File: src/rtl/uart_bus_master_pkg.sv
// Shared definitions for the UART-driven bus master: FSM state codes,
// command bytes and the default write acknowledgement byte.
package uart_bus_master_pkg;

   typedef logic [2:0] state_t;

   localparam state_t IDLE  = 3'd0;
   localparam state_t ADDR  = 3'd1;
   localparam state_t DATA  = 3'd2;
   localparam state_t WRITE = 3'd3;
   localparam state_t READ  = 3'd4;
   localparam state_t TX    = 3'd5;

   localparam logic [7:0] CMD_WRITE        = 8'h57;
   localparam logic [7:0] CMD_READ         = 8'h52;
   localparam logic [7:0] DEFAULT_ACK_BYTE = 8'h4B;

endpackage

File: src/rtl/uart_bus_master_bus_tx_shifter.sv
// Response shifter: holds up to four bytes and presents them MSB first
// to the UART transmitter with a valid/ready handshake.
module bus_tx_shifter (
   input  logic        clk,
   input  logic        reset,
   input  logic        load,
   input  logic [31:0] load_data,
   input  logic [2:0]  load_count,
   input  logic        tx_ready,
   output logic [7:0]  tx_data,
   output logic        tx_valid,
   output logic        done
);

   logic [31:0] shift_reg;
   logic [2:0]  count;

   assign tx_data = shift_reg[31:24];
   // Last byte of the response is being accepted this cycle.
   assign done    = tx_valid && tx_ready && (count == 3'd1);

   // NOTE: sequential state uses non-blocking assignments only, so every
   // register samples the pre-edge values regardless of statement order.
   always_ff @(posedge clk or posedge reset) begin
      if (reset) begin
         shift_reg <= '0;
         count     <= '0;
         tx_valid  <= 1'b0;
      end else if (load) begin
         shift_reg <= load_data;
         count     <= load_count;
         tx_valid  <= (load_count != 3'd0);
      end else if (tx_valid && tx_ready) begin
         shift_reg <= {shift_reg[23:0], 8'h00};
         count     <= count - 3'd1;
         if (count == 3'd1)
            tx_valid <= 1'b0;
      end
   end

endmodule

File: src/rtl/uart_bus_master.sv
// Host-side bus initiator: parses write/read frames from a UART byte
// stream, issues single-word bus accesses and returns ack/read data bytes.
module uart_bus_master
   import uart_bus_master_pkg::*;
#(
   parameter int         TIMEOUT  = 100000,
   parameter logic [7:0] ACK_BYTE = DEFAULT_ACK_BYTE
) (
   input  logic        clk,
   input  logic        reset,
   input  logic [7:0]  rx_data,
   input  logic        rx_valid,
   output logic [7:0]  tx_data,
   output logic        tx_valid,
   input  logic        tx_ready,
   output logic        rd,
   output logic        wr,
   output logic [31:0] addr,
   output logic [31:0] wdata,
   input  logic [31:0] rdata,
   output logic        busy,
   output logic        overrun
);

   localparam int            TMO_W    = (TIMEOUT > 2) ? $clog2(TIMEOUT) : 1;
   localparam logic [TMO_W-1:0] TMO_LAST = TMO_W'(TIMEOUT - 1);
   localparam logic [31:0]   WORD_MASK = 32'hFFFF_FFFC;

   state_t           state;
   logic             is_read;
   logic [1:0]       byte_cnt;
   logic [31:0]      addr_reg;
   logic [31:0]      wdata_reg;
   logic [TMO_W-1:0] tmo_cnt;

   logic             load;
   logic [31:0]      load_data;
   logic [2:0]       load_count;
   logic             tx_done;

   always_ff @(posedge clk or posedge reset) begin
      if (reset) begin
         state     <= IDLE;
         is_read   <= 1'b0;
         byte_cnt  <= '0;
         addr_reg  <= '0;
         wdata_reg <= '0;
         tmo_cnt   <= '0;
         overrun   <= 1'b0;
      end else begin
         // Bytes arriving while an access or response is in flight are lost.
         if (rx_valid && (state == WRITE || state == READ || state == TX))
            overrun <= 1'b1;

         case (state)
            IDLE: begin
               if (rx_valid && (rx_data == CMD_WRITE || rx_data == CMD_READ)) begin
                  is_read  <= (rx_data == CMD_READ);
                  byte_cnt <= '0;
                  tmo_cnt  <= '0;
                  state    <= ADDR;
               end
            end
            ADDR: begin
               if (rx_valid) begin
                  addr_reg <= {addr_reg[23:0], rx_data};
                  byte_cnt <= byte_cnt + 2'd1;
                  tmo_cnt  <= '0;
                  if (byte_cnt == 2'd3)
                     state <= is_read ? READ : DATA;
               end else if (tmo_cnt == TMO_LAST) begin
                  tmo_cnt <= '0;
                  state   <= IDLE;
               end else begin
                  tmo_cnt <= tmo_cnt + TMO_W'(1);
               end
            end
            DATA: begin
               if (rx_valid) begin
                  wdata_reg <= {wdata_reg[23:0], rx_data};
                  byte_cnt  <= byte_cnt + 2'd1;
                  tmo_cnt   <= '0;
                  if (byte_cnt == 2'd3)
                     state <= WRITE;
               end else if (tmo_cnt == TMO_LAST) begin
                  tmo_cnt <= '0;
                  state   <= IDLE;
               end else begin
                  tmo_cnt <= tmo_cnt + TMO_W'(1);
               end
            end
            WRITE:   state <= TX;
            READ:    state <= TX;
            TX:      if (tx_done) state <= IDLE;
            default: state <= IDLE;
         endcase
      end
   end

   // NOTE: every output of this block gets a default first, so no path
   // through it can leave a value unassigned and infer a latch.
   always_comb begin
      wr    = 1'b0;
      rd    = 1'b0;
      addr  = '0;
      wdata = '0;
      if (state == WRITE) begin
         wr    = 1'b1;
         addr  = addr_reg & WORD_MASK;
         wdata = wdata_reg;
      end else if (state == READ) begin
         rd   = 1'b1;
         addr = addr_reg & WORD_MASK;
      end
   end

   assign busy       = (state != IDLE);
   assign load       = (state == WRITE) || (state == READ);
   assign load_data  = (state == READ) ? rdata : {ACK_BYTE, 24'h000000};
   assign load_count = (state == READ) ? 3'd4 : 3'd1;

   bus_tx_shifter u_tx_shifter (
      .clk        (clk),
      .reset      (reset),
      .load       (load),
      .load_data  (load_data),
      .load_count (load_count),
      .tx_ready   (tx_ready),
      .tx_data    (tx_data),
      .tx_valid   (tx_valid),
      .done       (tx_done)
   );

endmodule

File: config.mk
export PLATFORM = sky130hd
export DESIGN_NAME = uart_bus_master
export DESIGN_NICKNAME = d
export VERILOG_FILES = /design/src/rtl/uart_bus_master_pkg.sv /design/src/rtl/uart_bus_master_bus_tx_shifter.sv /design/src/rtl/uart_bus_master.sv
export SDC_FILE = /design/constraint.sdc
export NUM_CORES = 1
export LEC_CHECK = 0
export CAP_MARGIN = 10
export CORE_ASPECT_RATIO = 0.5
export CORE_MARGIN = 4
export CORE_UTILIZATION = 43
export DETAILED_ROUTE_END_ITERATION = 8
export GPL_ROUTABILITY_DRIVEN = 0
export PLACE_DENSITY = 0.78
export SLEW_MARGIN = 5
export SYNTH_ARGS = -nofsm -noshare
export SYNTH_HDL_FRONTEND = slang
export SYNTH_SLANG_ARGS = --single-unit
File: constraint.sdc
create_clock -name clk -period 4.2 [get_ports clk]
set_clock_uncertainty 0.2 [all_clocks]
set_input_delay 0.84 -clock clk [delete_from_list [all_inputs] [get_ports clk]]
set_output_delay 0.84 -clock clk [all_outputs]
set_load 0.05 [all_outputs]
==> results.txt, run 1 <==
The met3 usage is around 4.3%. The worst slew slack as a fraction of its limit came out at between 30% and 40%. The share of synthesized flip-flops with an asynchronous set or reset is 100%.

In this run the worst hold path is classified as flop to flop. The max-slew violation count came out at 0. Setup repair after global routing left no endpoint under its margin. The area growth from synthesis to layout came out at 31.3%. The cell area after technology mapping is about 0.006 mm^2. The largest net degree at the start of global routing is 47. The setup path with the least slack is of type flop to output pin. At the pin with the least slew margin, the transition time is a little over 1 ns. The length of the first detailed-routing pass in iterations is 4.

The post-route core utilization came out at 59.4%. The number of antenna cells inserted came out at 0. The H-tree was split into 4 levels. The remaining global-route overflow is 0. The sort of element at the start of the critical path is a flop.

The sequential element share of the synthesized area is between 50% and 60%. The number of buffers inserted by port buffering came out at around 120. The clock network latency to the later pin of the worst-skew pair is between 0.4 and 0.5 ns. The signal arrival time at the worst endpoint is about 2.7 ns. The final worst-path cycle share came out at about 90%.

The fraction of layout cells with a size suffix above 1 came out at a little over a fifth. The number of endpoints with negative hold slack in the final report came out at 0. Gates resized during post-CTS repair numbered 0. The number of antenna violations at the first check in global routing came out at 0.

Clock-pin slew was measured on the worst setup and hold paths at about 0.060 ns. The flow ran to the end, and the final reports show no timing, DRC or antenna violations. The floorplan step set the die height to approximately 91 um. Counting flops with a built-in enable in the synthesized netlist gives 0.

Global routing consumed, on the met1 layer, between 20% and 30% of the routing resources. During synthesis, Yosys emitted a total of 0 warnings. The worst ir drop on vdd came out at a little under 0.3 mV.

After the last flow step, the layout net total stands at approximately 690. The clock tree root driver cell is sky130_fd_sc_hd__clkbuf_16. Dividing the detail-routed wire length by the instance count gives roughly 16 um. The core region is roughly 0.013 mm^2. The initial cell density of the core is between 40 and 50%.

STA classifies the critical path endpoint as an output pin. During I/O placement, the number of pins put on the boundary was around 120. The setup TNS after final layout is 0 ns. For this block, the routed nets add up to around 13000 um of wire.

The number of cell rows is 29. The post-route DRC violation count is 0. The overall die area is 0.0158 mm^2. The number of violations reported at the end of detailed-routing iteration 0 is approximately 240.

The cell count of the worst reg-to-reg path is 6. The count of buffers added by post-CTS timing repair for setup is 0. The register bit count reported by yosys is 124. The maximum number of buffers from clock root to sink came out at 2. For this run, global-route usage on met2 was measured as between 20% and 30%. The count of hold buffers inserted by post-cts repair is 0. The TritonCTS sink count is 124. The wire length of the first global-routing pass came out at about 22000 um.

The highest clock frequency the design can meet is 0.265 GHz. For this run, the leading register cell type out of synthesis is sky130_fd_sc_hd__dfrtp_1. The die width is 174 um.

The number of nets with antenna violations after detailed routing is 0. The busiest layer in global routing is met2. The TritonCTS clock tree is done. At the worst endpoint, the required time is about 3.2 ns. The number of buffers created by CTS is 17.

The max-capacitance violation count came out at 0. The HPWL after detailed placement is around 9000 um. After technology mapping, the gate count stands at 527. For this block, the via count after detailed routing is about 4300.

The distinct cell type count of the synthesized netlist is 49. Along the worst hold path, the cell count comes to 1. In this run the static leakage power is roughly 3.5 nW. In the routed layout, each cell is associated on average with a via count of approximately 5.2. Setup violations remaining at the end of the flow were counted as 0. In this run the power density over the cells is about 660 mW/mm^2. The number of global-route vias before repair came out at about 4200. The peak fanout along the critical path came out at 35. Counting I/O delays and the setup requirement, the final critical path takes around 3.8 ns. The average footprint of a synthesized cell came out at ~11 um^2. Global routing consumed, over all layers together, 16.7% of the routing resources.
## cells by family after synthesis
group	count (synthesis)	share of synthesized area, %
AOI/OAI and AO/OA	74	7.92
xor gates and xnor gates	8	1.19
adders and majority gates	4	0.847
buffers and inverters	42	3.88
DFF	124	52.5
muxes	88	16.3
other	1	0.0635
and+or+nand+nor	186	17.3
## synth_stat cells, types with 3 or more instances
library cell	instances	area share, %
sky130_fd_sc_hd__xnor2_1	5	0.74
sky130_fd_sc_hd__o21ai_0	36	3.0
sky130_fd_sc_hd__xor2_1	3	0.44
sky130_fd_sc_hd__nand2_1	52	3.3
sky130_fd_sc_hd__o311ai_1	3	0.44
sky130_fd_sc_hd__mux2i_1	24	4.1
sky130_fd_sc_hd__mux2_1	5	0.95
sky130_fd_sc_hd__nand4_1	3	0.32
sky130_fd_sc_hd__nor2_1	18	1.1
sky130_fd_sc_hd__ha_1	4	0.85
sky130_fd_sc_hd__clkbuf_1	11	0.70
sky130_fd_sc_hd__inv_1	6	0.38
sky130_fd_sc_hd__a21oi_1	11	0.93
sky130_fd_sc_hd__o31ai_1	3	0.38
sky130_fd_sc_hd__mux2_2	59	11
sky130_fd_sc_hd__buf_2	12	1.0
sky130_fd_sc_hd__a22o_1	9	1.3
sky130_fd_sc_hd__nand3_1	18	1.5
sky130_fd_sc_hd__or3_1	5	0.53
sky130_fd_sc_hd__and3_1	4	0.42
sky130_fd_sc_hd__and2_1	62	6.6
sky130_fd_sc_hd__nand2b_1	4	0.42
sky130_fd_sc_hd__nor3b_1	3	0.38
sky130_fd_sc_hd__buf_4	11	1.4
sky130_fd_sc_hd__dfrtp_1	124	53
## through the flow
stage / setup slack (ns) / area [um^2] / std cells / hold slack [ns] / power, mW
6_report: 0.422 / 7760 / 820 / 0.262 / 5.10
5_1_grt: 0.264 / 7760 / 820 / 0.294 / 5.38
4_1_cts: 0.421 / 7760 / 820 / 0.271 / 5.15
3_5_place_dp: 0.850 / 7120 / 788 / 0.259 / 3.58
3_3_place_gp: 0.893 / 7120 / 788 / 0.254 / 3.51
2_1_floorplan: 1.16 / 5920 / 528 / 0.252 / 3.11
## final cells by class
cell class	count	area (um^2)
Fill cell	1084	5310
Sequential cell	124	3100
Multi-Input combinational cell	362	2590
Timing Repair Buffer	126	1190
Clock buffer	20	447
Tap cell	170	213
Clock inverter	12	188
Inverter	6	26.3
## report_power, final
part	switching (mW)	internal [mW]	leakage (nW)
sequential	0.274	1.59	1.59
clock	0.542	1.02	0.301
combinational	0.991	0.694	1.63
total	1.81	3.30	3.52
## critical path: stages, from the launching register on
cell                              delay [ns]
sky130_fd_sc_hd__dfrtp_1                0.61
sky130_fd_sc_hd__nand2_1                0.08
sky130_fd_sc_hd__or2_2                  0.31
sky130_fd_sc_hd__inv_1                  0.07
sky130_fd_sc_hd__buf_4                  0.26
sky130_fd_sc_hd__and2_1                 0.18
sky130_fd_sc_hd__clkdlybuf4s50_1        0.81
## path summary, 6_finish.rpt
check                               from                         end  slack [ns]
worst max-delay path            state[1]                   wdata[28]        0.42
worst min-delay path             overrun                     overrun        0.26
worst max register to register  state[1]   u_tx_shifter.shift_reg[5]        1.42
worst min register to register   overrun                     overrun        0.26
max in group asynchronous          reset                wdata_reg[5]        2.25
min in group asynchronous          reset  u_tx_shifter.shift_reg[27]        0.81
## metal layers
layer  wire [um]  share of wire (%)
met2        6400                 49
met3         506                3.9
met5           0                  0
met4         183                1.4
met1        5850                 45
## cell usage in the layout, fill, tap and decap left out, types with 2 or more instances in the layout
cell type / netlist / routed
sky130_fd_sc_hd__dfrtp_1: 124 / 124
sky130_fd_sc_hd__clkdlybuf4s50_1: 0 / 88
sky130_fd_sc_hd__and2_1: 62 / 62
sky130_fd_sc_hd__mux2_2: 59 / 59
sky130_fd_sc_hd__nand2_1: 52 / 52
sky130_fd_sc_hd__o21ai_0: 36 / 36
sky130_fd_sc_hd__buf_4: 11 / 36
sky130_fd_sc_hd__mux2i_1: 24 / 24
sky130_fd_sc_hd__nand3_1: 18 / 18
sky130_fd_sc_hd__nor2_1: 18 / 17
sky130_fd_sc_hd__clkbuf_16: 0 / 17
sky130_fd_sc_hd__a21oi_1: 11 / 11
sky130_fd_sc_hd__a22o_1: 9 / 9
sky130_fd_sc_hd__inv_1: 6 / 5
sky130_fd_sc_hd__or3_1: 5 / 5
sky130_fd_sc_hd__xnor2_1: 5 / 5
sky130_fd_sc_hd__mux2_1: 5 / 5
sky130_fd_sc_hd__clkinv_4: 0 / 5
sky130_fd_sc_hd__nand2b_1: 4 / 4
sky130_fd_sc_hd__and3_1: 4 / 4
sky130_fd_sc_hd__ha_1: 4 / 4
sky130_fd_sc_hd__bufinv_16: 0 / 4
sky130_fd_sc_hd__nor3b_1: 3 / 3
sky130_fd_sc_hd__xor2_1: 3 / 3
sky130_fd_sc_hd__o31ai_1: 3 / 3
sky130_fd_sc_hd__nand4_1: 3 / 3
sky130_fd_sc_hd__o311ai_1: 3 / 3
sky130_fd_sc_hd__clkinvlp_4: 0 / 3
sky130_fd_sc_hd__or2_2: 2 / 2
sky130_fd_sc_hd__a21o_1: 2 / 2
sky130_fd_sc_hd__nand4b_1: 2 / 2
sky130_fd_sc_hd__nor3_2: 2 / 2
sky130_fd_sc_hd__a21oi_2: 2 / 2
sky130_fd_sc_hd__and4_1: 2 / 2
sky130_fd_sc_hd__a31oi_1: 2 / 2
sky130_fd_sc_hd__conb_1: 1 / 2
sky130_fd_sc_hd__clkbuf_1: 11 / 2
sky130_fd_sc_hd__buf_12: 0 / 2
Note: power is estimated with default switching activity, not from simulation.
==> run 2, diff against run 1 <==
--- a/config.mk
+++ b/config.mk
@@ -9,6 +9,7 @@
 export CORE_ASPECT_RATIO = 0.5
 export CORE_MARGIN = 4
 export CORE_UTILIZATION = 43
+export CTS_BUF_LIST = sky130_fd_sc_hd__clkbuf_16
 export DETAILED_ROUTE_END_ITERATION = 8
 export GPL_ROUTABILITY_DRIVEN = 0
 export PLACE_DENSITY = 0.78
==> results.txt, run 2 (synthesis gave the netlist of run 1 again) <==
The run finished with clean final reports. The worst setup path is captured at an output pin. Setup repair after global routing left no endpoint under its margin. The number of cell rows came to 29 (unchanged). The number of buffers inserted by port buffering came out at 118 (unchanged). The final worst-path cycle share came out at 90.0% (about the same). The clock network latency to the later pin of the worst-skew pair came out at 0.41 ns (about the same). The final cell count without fillers is 820 (unchanged). The largest net degree at the start of global routing came out at 47 (unchanged).

The number of global-route vias before repair is 4244 (+0.094%). The clock-pin slew on the worst setup and hold paths is 0.06 ns (about the same). The power per standard cell area came to 655 mW/mm^2 (-0.45%). The TritonCTS sink count is 124 (unchanged). The area of the core is 0.0131 mm^2 (unchanged). The tree is rooted in a sky130_fd_sc_hd__clkbuf_16. The maximum number of buffers from clock root to sink is 2 (unchanged). The max-capacitance violation count came to 0 (unchanged). The number of antenna cells inserted came out at 0 (unchanged).

The initial cell density of the core came out at 45.2% (unchanged). The post-detailed-routing wire length came to 12900 um (-0.37%). The post-route core utilization came to 59.3% (-0.077 points). The delay of the slowest critical-path stage is 0.81 ns (about the same). The post-cts resize count is 0 (unchanged). The length of the first detailed-routing pass in iterations came to 4 (unchanged).

The combined global-route utilization of all metal layers is 16.8% (+0.091 points). The transition at the pin with the smallest max-transition slack is 1.03 ns (-0.00221 ns). The top cell family by delay on the critical path is buffers and inverters. The count of pins on the block boundary is 121 (unchanged). The sort of element at the start of the critical path is a flop. Traced cell by cell, the critical path runs through nand2_1 > or2_2 > inv_1 > buf_4 > and2_1 > clkdlybuf4s50_1.

The number of antenna violations at the first check in global routing was 0 (unchanged). The minimum clock period is 3.78 ns (+0.00120 ns). The count of final setup violators came to 0 (unchanged). The commonest non-fill, non-tap cell in the layout is sky130_fd_sc_hd__dfrtp_1. The fraction of layout cells with a size suffix above 1 came out at 21.2% (-0.15 points). The reg2reg setup slack came out at 1.41 ns (about the same).

The number of placed cells counting well taps is 788 (unchanged). The leakage component of the power is 3.52 nW (about the same). The cell at the slowest stage of the critical path is sky130_fd_sc_hd__clkdlybuf4s50_1. The number of violations reported at the end of detailed-routing iteration 0 is 234 (-3.3%).

The post-route DRC violation count is 0 (unchanged). The total power draw came out at 5.07 mW (-0.58%). The HPWL after detailed placement was 9010 um (unchanged). The data required time at the worst endpoint came out at 3.16 ns (about the same).

The number of fillers in the final layout came out at 1085 (+0.092%). The TritonCTS clock tree is done. The worst slew slack as a fraction of its limit came out at 31.5% (+0.15 points). The die width came out at 174 um (unchanged). The max-slew violation count came out at 0 (unchanged). The highest clock frequency the design can meet is 0.265 GHz (about the same). The remaining global-route overflow came out at 0 (unchanged). The setup path with the least slack is of type flop to output pin. The peak fanout along the critical path was 35 (unchanged). The top cell types in the final layout, fill and taps aside, are 124 x sky130_fd_sc_hd__dfrtp_1, 88 x sky130_fd_sc_hd__clkdlybuf4s50_1, 62 x sky130_fd_sc_hd__and2_1, 59 x sky130_fd_sc_hd__mux2_2, 52 x sky130_fd_sc_hd__nand2_1.

The wire length of the first global-routing pass came to 21700 um (+0.23%). The routed wire length per instance is 15.7 um (-0.37%). The count of buffers added by post-CTS timing repair for setup is 0 (unchanged).

The min-delay analysis places its worst path in the category flop to flop. The worst ir drop on vdd is 0.287 mV (-1.0%). The maximum level of the CTS H-tree is 4 (unchanged). The setup TNS after final layout came out at 0 ns (unchanged).

The area growth from synthesis to layout came out at 31.1%. The overall die area is 0.0158 mm^2 (unchanged). The die span in y came out at 90.9 um (unchanged). The count of hold buffers inserted by post-cts repair is 0 (unchanged). The number of buffers created by CTS came out at 17 (unchanged).

The count of buffer and inverter cells on the critical path is 3 (unchanged). The number of vias per cell is 5.22 (-0.12%). The number of nets in the layout is 685 (unchanged). The number of nets with antenna violations after detailed routing is 0 (unchanged). The detailed-route via count came out at 4282 (-0.12%).

The number of endpoints with negative hold slack in the final report came out at 0 (unchanged). The signal arrival time at the worst endpoint was 2.74 ns (about the same).
run 2: cell count changes in the layout (fill, tap and decap cells not counted):
cell / change
sky130_fd_sc_hd__clkinv_1: +1
sky130_fd_sc_hd__clkbuf_8: -1
sky130_fd_sc_hd__clkbuf_1: -2
sky130_fd_sc_hd__inv_1: +2
run 2: report_power, final:
group	switching (mW)	leakage [nW]	internal, mW	total [mW]
clock network	0.539	0.304	0.992	1.53
registers	0.274	1.59	1.59	1.86
logic	0.988	1.63	0.694	1.68
run 2: final cells by class:
cell class	count	area (um^2)	share of cell area, %
Inverter	6	26.3	0.339
Clock inverter	15	199	2.57
Clock buffer	17	425	5.49
Tap cell	170	213	2.75
Sequential cell	124	3100	40.1
Timing Repair Buffer	126	1190	15.4
Multi-Input combinational cell	362	2590	33.4
run 2: metrics by stage:
stage,worst slack (ns),hold WS (ns),instance area (um^2)
after floorplan,1.16,0.252,5920
after global placement,0.893,0.254,7120
after global routing,0.260,0.294,7750
after detailed placement,0.850,0.259,7120
after CTS,0.418,0.271,7750
final,0.421,0.261,7750
run 2: metal layers:
| metal | vias up | GRT usage (%) | part of all wire, % |
|---|---|---|---|
| li1 | 2053 | - | - |
| met1 | 2138 | 22.0 | 45 |
| met2 | 75 | 27.2 | 49 |
| met3 | 16 | 4.39 | 3.7 |
| met4 | 0 | 5.53 | 1.4 |
| met5 | - | 0 | 0 |
run 2: worst paths after layout:
check                          from                          to  cells past startpoint
min in group asynchronous     reset  u_tx_shifter.shift_reg[27]                      2
max reg2reg                state[1]   u_tx_shifter.shift_reg[5]                      6
min reg2reg                 overrun                     overrun                      1
min                         overrun                     overrun                      1
max in group asynchronous     reset               wdata_reg[13]                      3
max                        state[1]                   wdata[28]                      6
